<file path="src/rtl/fetch_stage.sv">
// ============================================================================
// fetch_stage
// ----------------------------------------------------------------------------
// IF stage of the 5-stage pipelined MIPS core. It owns the program counter
// and the IF/ID pipeline register. It drives the instruction-memory address
// and captures the word that comes back in the same cycle. It honours the
// hazard-unit stall and takes redirects from beq/bne (resolved in EX) and
// from j/jal (resolved in ID). On a redirect the wrong-path word that would
// have entered IF/ID is replaced by a NOP bubble.
//
// Optional feature macro: FETCH_PERF_CNT_EN
//   When defined, two saturating performance counters are added:
//   flush_count (redirects applied) and stall_count (stalled edges that had
//   no redirect). When undefined, those ports and their logic do not exist.
//
// Ports
//   clk            in   1      rising-edge clock
//   reset          in   1      synchronous, active-high reset
//   imem_addr      out  32     instruction-memory byte address (= PC)
//   imem_data      in   32     instruction word for imem_addr (same cycle)
//   stall          in   1      hold PC and IF/ID
//   branch_taken   in   1      beq/bne in EX resolved taken
//   branch_target  in   32     branch destination from EX
//   jump           in   1      j/jal decoded in ID
//   jump_target    in   32     jump destination from ID
//   if_id_instr    out  32     registered instruction to ID
//   if_id_pc4      out  32     registered PC+4 of that instruction
//   if_id_valid    out  1      1 = if_id_instr is a real instruction
//   flush_count    out  CNT_W  redirects applied   (FETCH_PERF_CNT_EN)
//   stall_count    out  CNT_W  stalled edges       (FETCH_PERF_CNT_EN)
// ============================================================================
module fetch_stage #(
    parameter logic [31:0] RESET_PC  = 32'h0000_0000,
    parameter logic [31:0] NOP_INSTR = 32'h0000_0000,
    parameter int          CNT_W     = 32
) (
    input  logic              clk,
    input  logic              reset,
    output logic [31:0]       imem_addr,
    input  logic [31:0]       imem_data,
    input  logic              stall,
    input  logic              branch_taken,
    input  logic [31:0]       branch_target,
    input  logic              jump,
    input  logic [31:0]       jump_target,
    output logic [31:0]       if_id_instr,
    output logic [31:0]       if_id_pc4,
    output logic              if_id_valid
`ifdef FETCH_PERF_CNT_EN
    ,
    output logic [CNT_W-1:0]  flush_count,
    output logic [CNT_W-1:0]  stall_count
`endif
);

    // Saturating increment: sticks at all-ones instead of wrapping.
    function automatic logic [CNT_W-1:0] sat_inc(input logic [CNT_W-1:0] v);
        if (&v) begin
            sat_inc = v;
        end else begin
            sat_inc = v + {{(CNT_W-1){1'b0}}, 1'b1};
        end
    endfunction

    // Word-align a redirect target before it reaches the PC.
    function automatic logic [31:0] word_align(input logic [31:0] a);
        word_align = {a[31:2], 2'b00};
    endfunction

    logic [31:0] r_pc;
    logic [31:0] r_if_id_instr;
    logic [31:0] r_if_id_pc4;
    logic        r_if_id_valid;

    logic        w_redirect;
    logic [31:0] w_target;
    logic [31:0] w_pc4;

    // Branch (older, in EX) wins over jump (younger, in ID, itself on the
    // wrong path when the branch is taken). Any redirect overrides stall.
    always_comb begin
        w_redirect = branch_taken | jump;
        w_target   = branch_taken ? word_align(branch_target)
                                  : word_align(jump_target);
        w_pc4      = r_pc + 32'd4;   // wraps mod 2^32 by construction
    end

    // ---- IF -> IF/ID boundary ----
    always_ff @(posedge clk) begin
        if (reset) begin
            r_pc          <= RESET_PC;
            r_if_id_instr <= NOP_INSTR;
            r_if_id_pc4   <= 32'h0000_0000;
            r_if_id_valid <= 1'b0;
        end else if (w_redirect) begin
            r_pc          <= w_target;
            r_if_id_instr <= NOP_INSTR;
            r_if_id_pc4   <= 32'h0000_0000;
            r_if_id_valid <= 1'b0;
        end else if (!stall) begin
            r_pc          <= w_pc4;
            r_if_id_instr <= imem_data;
            r_if_id_pc4   <= w_pc4;
            r_if_id_valid <= 1'b1;
        end
    end

`ifdef FETCH_PERF_CNT_EN
    logic [CNT_W-1:0] r_flush_count;
    logic [CNT_W-1:0] r_stall_count;

    always_ff @(posedge clk) begin
        if (reset) begin
            r_flush_count <= '0;
            r_stall_count <= '0;
        end else begin
            if (w_redirect) begin
                r_flush_count <= sat_inc(r_flush_count);
            end
            // A stall overridden by a redirect is not a stalled edge.
            if (stall && !w_redirect) begin
                r_stall_count <= sat_inc(r_stall_count);
            end
        end
    end

    assign flush_count = r_flush_count;
    assign stall_count = r_stall_count;
`endif

    assign imem_addr   = r_pc;
    assign if_id_instr = r_if_id_instr;
    assign if_id_pc4   = r_if_id_pc4;
    assign if_id_valid = r_if_id_valid;

endmodule

</file>
<file path="config.mk">
export PLATFORM = sky130hd
export DESIGN_NAME = fetch_stage
export DESIGN_NICKNAME = d
export VERILOG_FILES = /design/src/rtl/fetch_stage.sv
export SDC_FILE = /design/constraint.sdc
export NUM_CORES = 1
export LEC_CHECK = 0
export BUFFER_PORTS_ARGS = -buffer_cell sky130_fd_sc_hd__buf_2
export CAP_MARGIN = 20
export CORE_MARGIN = 2
export CORE_UTILIZATION = 44
export CTS_CLUSTER_DIAMETER = 30
export DETAILED_ROUTE_END_ITERATION = 8
export PLACE_DENSITY = 0.8
export SETUP_SLACK_MARGIN = 0.5
export SLEW_MARGIN = 15
export SYNTH_ARGS = -nofsm -noshare
export SYNTH_HDL_FRONTEND = slang
export SYNTH_SLANG_ARGS = --single-unit
</file>
<file path="constraint.sdc">
create_clock -name clk -period 5.4 [get_ports clk]
set_input_delay 0.81 -clock clk [delete_from_list [all_inputs] [get_ports clk]]
set_output_delay 0.81 -clock clk [all_outputs]
set_load 0.005 [all_outputs]
</file>
==> impl_results.md <==
- Routability Congestion: 0.8646
- Die Footprint: 10770 um^2
- Top_reg_cell synth: dfxtp_1
- Worst reg2reg path depth: 6
- Diodes inserted: 0
- Synth Area in Compound Gates: 0.1734
- Drt drc: 0
- Slew Limit Fails: 0
- Worst slew pin tran: 1.071 ns
- Met2 wire len: 6186 um
- Unrepaired setup endpoints after global routing: no
- Hpwl dp: 9149 um
- Highest Clock Rate: 383.9 MHz
- Initial Util: 0.4501
- Syn avg cell area: 8.422 um^2
- Port bufs: 189
- Synth async-reset ratio: 0
- P_leak: 0.002502 uW
- Mux cell area share after synthesis: 0.08000
- Placed insts: 806
- Fin crit period: 2.605 ns
- Status: completed
- Worst Clk Skew: 0.01857 ns
- Largest net degree at the start of global routing: 87
- Final Instance Area: 5582 um^2
- Biggest area consumer among synthesized cells: dfxtp_1
- Total Wirelength: 12770 um
- Ratio of final minimum period to clock period: 0.4824
- Setup crit start kind: input port
- Worst vdd ir: 0.1522 mV
- Clk sinks: 93
- First-pass DRT Iterations: 4
- Routed via count: 4449
- Hold Crit Start: if_id_valid$_SDFFE_PP0N_
- Total gr overflow: 0
- Adder-cell share of the synthesized area: 0.002857
- Share of cells above drive strength 1: 0.3285
- Fin util: 0.5737
- Slew margin rel.: 0.2862
- Postcts setup bufs: 0
- Largest family of logic cells by synthesized area: simple AND/OR/NAND/NOR gates
- Core area: 9729 um^2
- Xor-xnor portion of the synthesized cell area: 0.05600
- Worst-Skew Late Latency: 0.35 ns
- Hold path depth: 1
- CP required: 5.68 ns
- Worst Hold Path EP: if_id_valid$_SDFFE_PP0N_
- Htree depth: 3
- Die width: 103.8 um
- First-pass GRT wire length: 20840 um
- Area contributors post-synth: dfxtp_1 (43%), mux2i_1 (8.0%), a21oi_1 (7.9%)
- Pwr Density: 260.0 nW/um^2
- Fillcell total: 931
- Die height: 103.8 um
- Final setup fails: 0
- Max Cap Viol: 0
- Cell area after placement: 5359 um^2
- Number of cell rows: 36
- Setup TNS: 0 ns
- Synthesized flop and latch total: 93
- Top Ports: 198
- Routed WL per cell: 15.55 um
- Final Hold Viols: 0
- Total track usage: 0.2328
- Yosys top cell area share: 0.4251
- Root Buffer: clkbuf_8
- Vias in the first global route: 4341
- Vias per std cell: 5.419
- Clk slew on worst S/H paths: 0.10 ns
- M1 WL: 5201 um
- Synth cell types: 36
- Metal3 WL: 1149 um
- Post-route antenna net violation count: 0
- Synthesized area: 4379 um^2
- P&R area growth vs syn: 27.46%
- DRT iter0 DRCs: 284
- Reg2Reg Launch Point: imem_addr[2]$_SDFFE_PP0N_
- Top Metal Used: met5
- Arrival time worst endpoint: 2.88 ns
- Worst Path Max Fanout: 62
- Hold_buf cts: 0
- # resized after CTS: 0
- CTS tree: yes
- Synth warnings: 0
- # nets final: 786
- Most common cell after layout, fill and taps aside: buf_2
- Mapped Cells: 520
- Commonest non-fill, non-tap cells in the layout: buf_2 (188), dfxtp_1 (93), a21oi_1 (69)
- Initial antenna violation count: 2
- Synth Area in Simple Gates: 0.2169
- Worst setup path category: input port to flip-flop
- EDFF count, synth: 0
- Clock tree buffer depth: 2
- Reg2reg end: if_id_pc4[16]$_SDFFE_PP0N_
- Post-synthesis sequential area ratio: 0.4251
- Path type of the worst min-delay path: flip-flop to flip-flop
- Non-filler cells, final: 821
- CP endpoint kind: flip-flop
- Reg2reg setup slack: 3.20 ns
- TritonCTS buffer count: 9
-- layer usage --
layer | vias up | global-route usage
li1 | 2147 | -
met5 | - | 0
met4 | 2 | 0.07819
met3 | 25 | 0.06671
met1 | 2073 | 0.2737
met2 | 202 | 0.4073
-- state kept, by name (all words and copies together), names as in the netlist --
signal,cells
if_id_pc4,30
if_id_valid,1
if_id_instr,32
imem_addr,30
-- metrics by stage --
stage                     power (uW)  hold WS [ns]  setup WS, ns
after floorplan                858.0        0.4511         3.377
after CTS                       1457        0.4648         2.828
after global placement         935.6        0.4351         2.538
after global routing            1512        0.5143         2.637
final                           1451        0.4631         2.795
after detailed placement       943.7        0.4431         2.454
-- final cells by class --
class | instances | area (um^2) | share of cell area
repair buffers | 193 | 978.4 | 0.1753
clock buffers | 10 | 137.6 | 0.02466
clock inverters | 5 | 85.08 | 0.01524
inverters | 4 | 15.01 | 0.002690
multi-input cells | 383 | 2337 | 0.4187
flip-flops and latches | 93 | 1862 | 0.3336
well taps | 133 | 166.4 | 0.02981
-- power breakdown --
part	leakage, uW	switching, uW	internal, uW
clock	0.000109	248	273
sequential	0.000759	29.7	710
combinational	0.00163	102	88.8
-- critical path, stage by stage --
cell     delay (ns)
buf_2          0.40
or3_1          0.51
nor2_1         0.81
nand2_1        0.21
o21ai_0        0.13
-- cell usage after synthesis, types with 5 or more instances --
library cell   n
a21oi_1       69
clkbuf_1      35
dfxtp_1       93
mux2i_1       35
nand2_1       46
nand3_1       16
nand3b_1      26
nand4_1        8
nor2_1        58
nor4_1         5
o21ai_0       26
o21ba_2        9
o22ai_1       14
o2bb2ai_1      9
xnor2_1       17
xor2_1        11
-- worst max-delay path by stage --
| stage | slack, ns | cells past startpoint | start | to |
|---|---|---|---|---|
| after floorplan | 3.38 | 5 | branch_taken | imem_addr[10]$_SDFFE_PP0N_ |
| after global placement | 2.54 | 5 | jump | imem_addr[13]$_SDFFE_PP0N_ |
| after detailed placement | 2.45 | 5 | jump | imem_addr[13]$_SDFFE_PP0N_ |
| after CTS | 2.83 | 5 | jump | imem_addr[13]$_SDFFE_PP0N_ |
| after global routing | 2.64 | 5 | jump | imem_addr[13]$_SDFFE_PP0N_ |
| final | 2.80 | 5 | jump | imem_addr[13]$_SDFFE_PP0N_ |
-- logic make-up after synthesis --
family,after synthesis
XOR/XNOR,28
adder cells (fa/ha/maj),1
other,1
AND/OR/NAND/NOR,184
AO/OA/AOI/OAI,131
flip-flops,93
multiplexers,35
buffers and inverters,47
No activity file was read; power rests on OpenSTA's default activity.
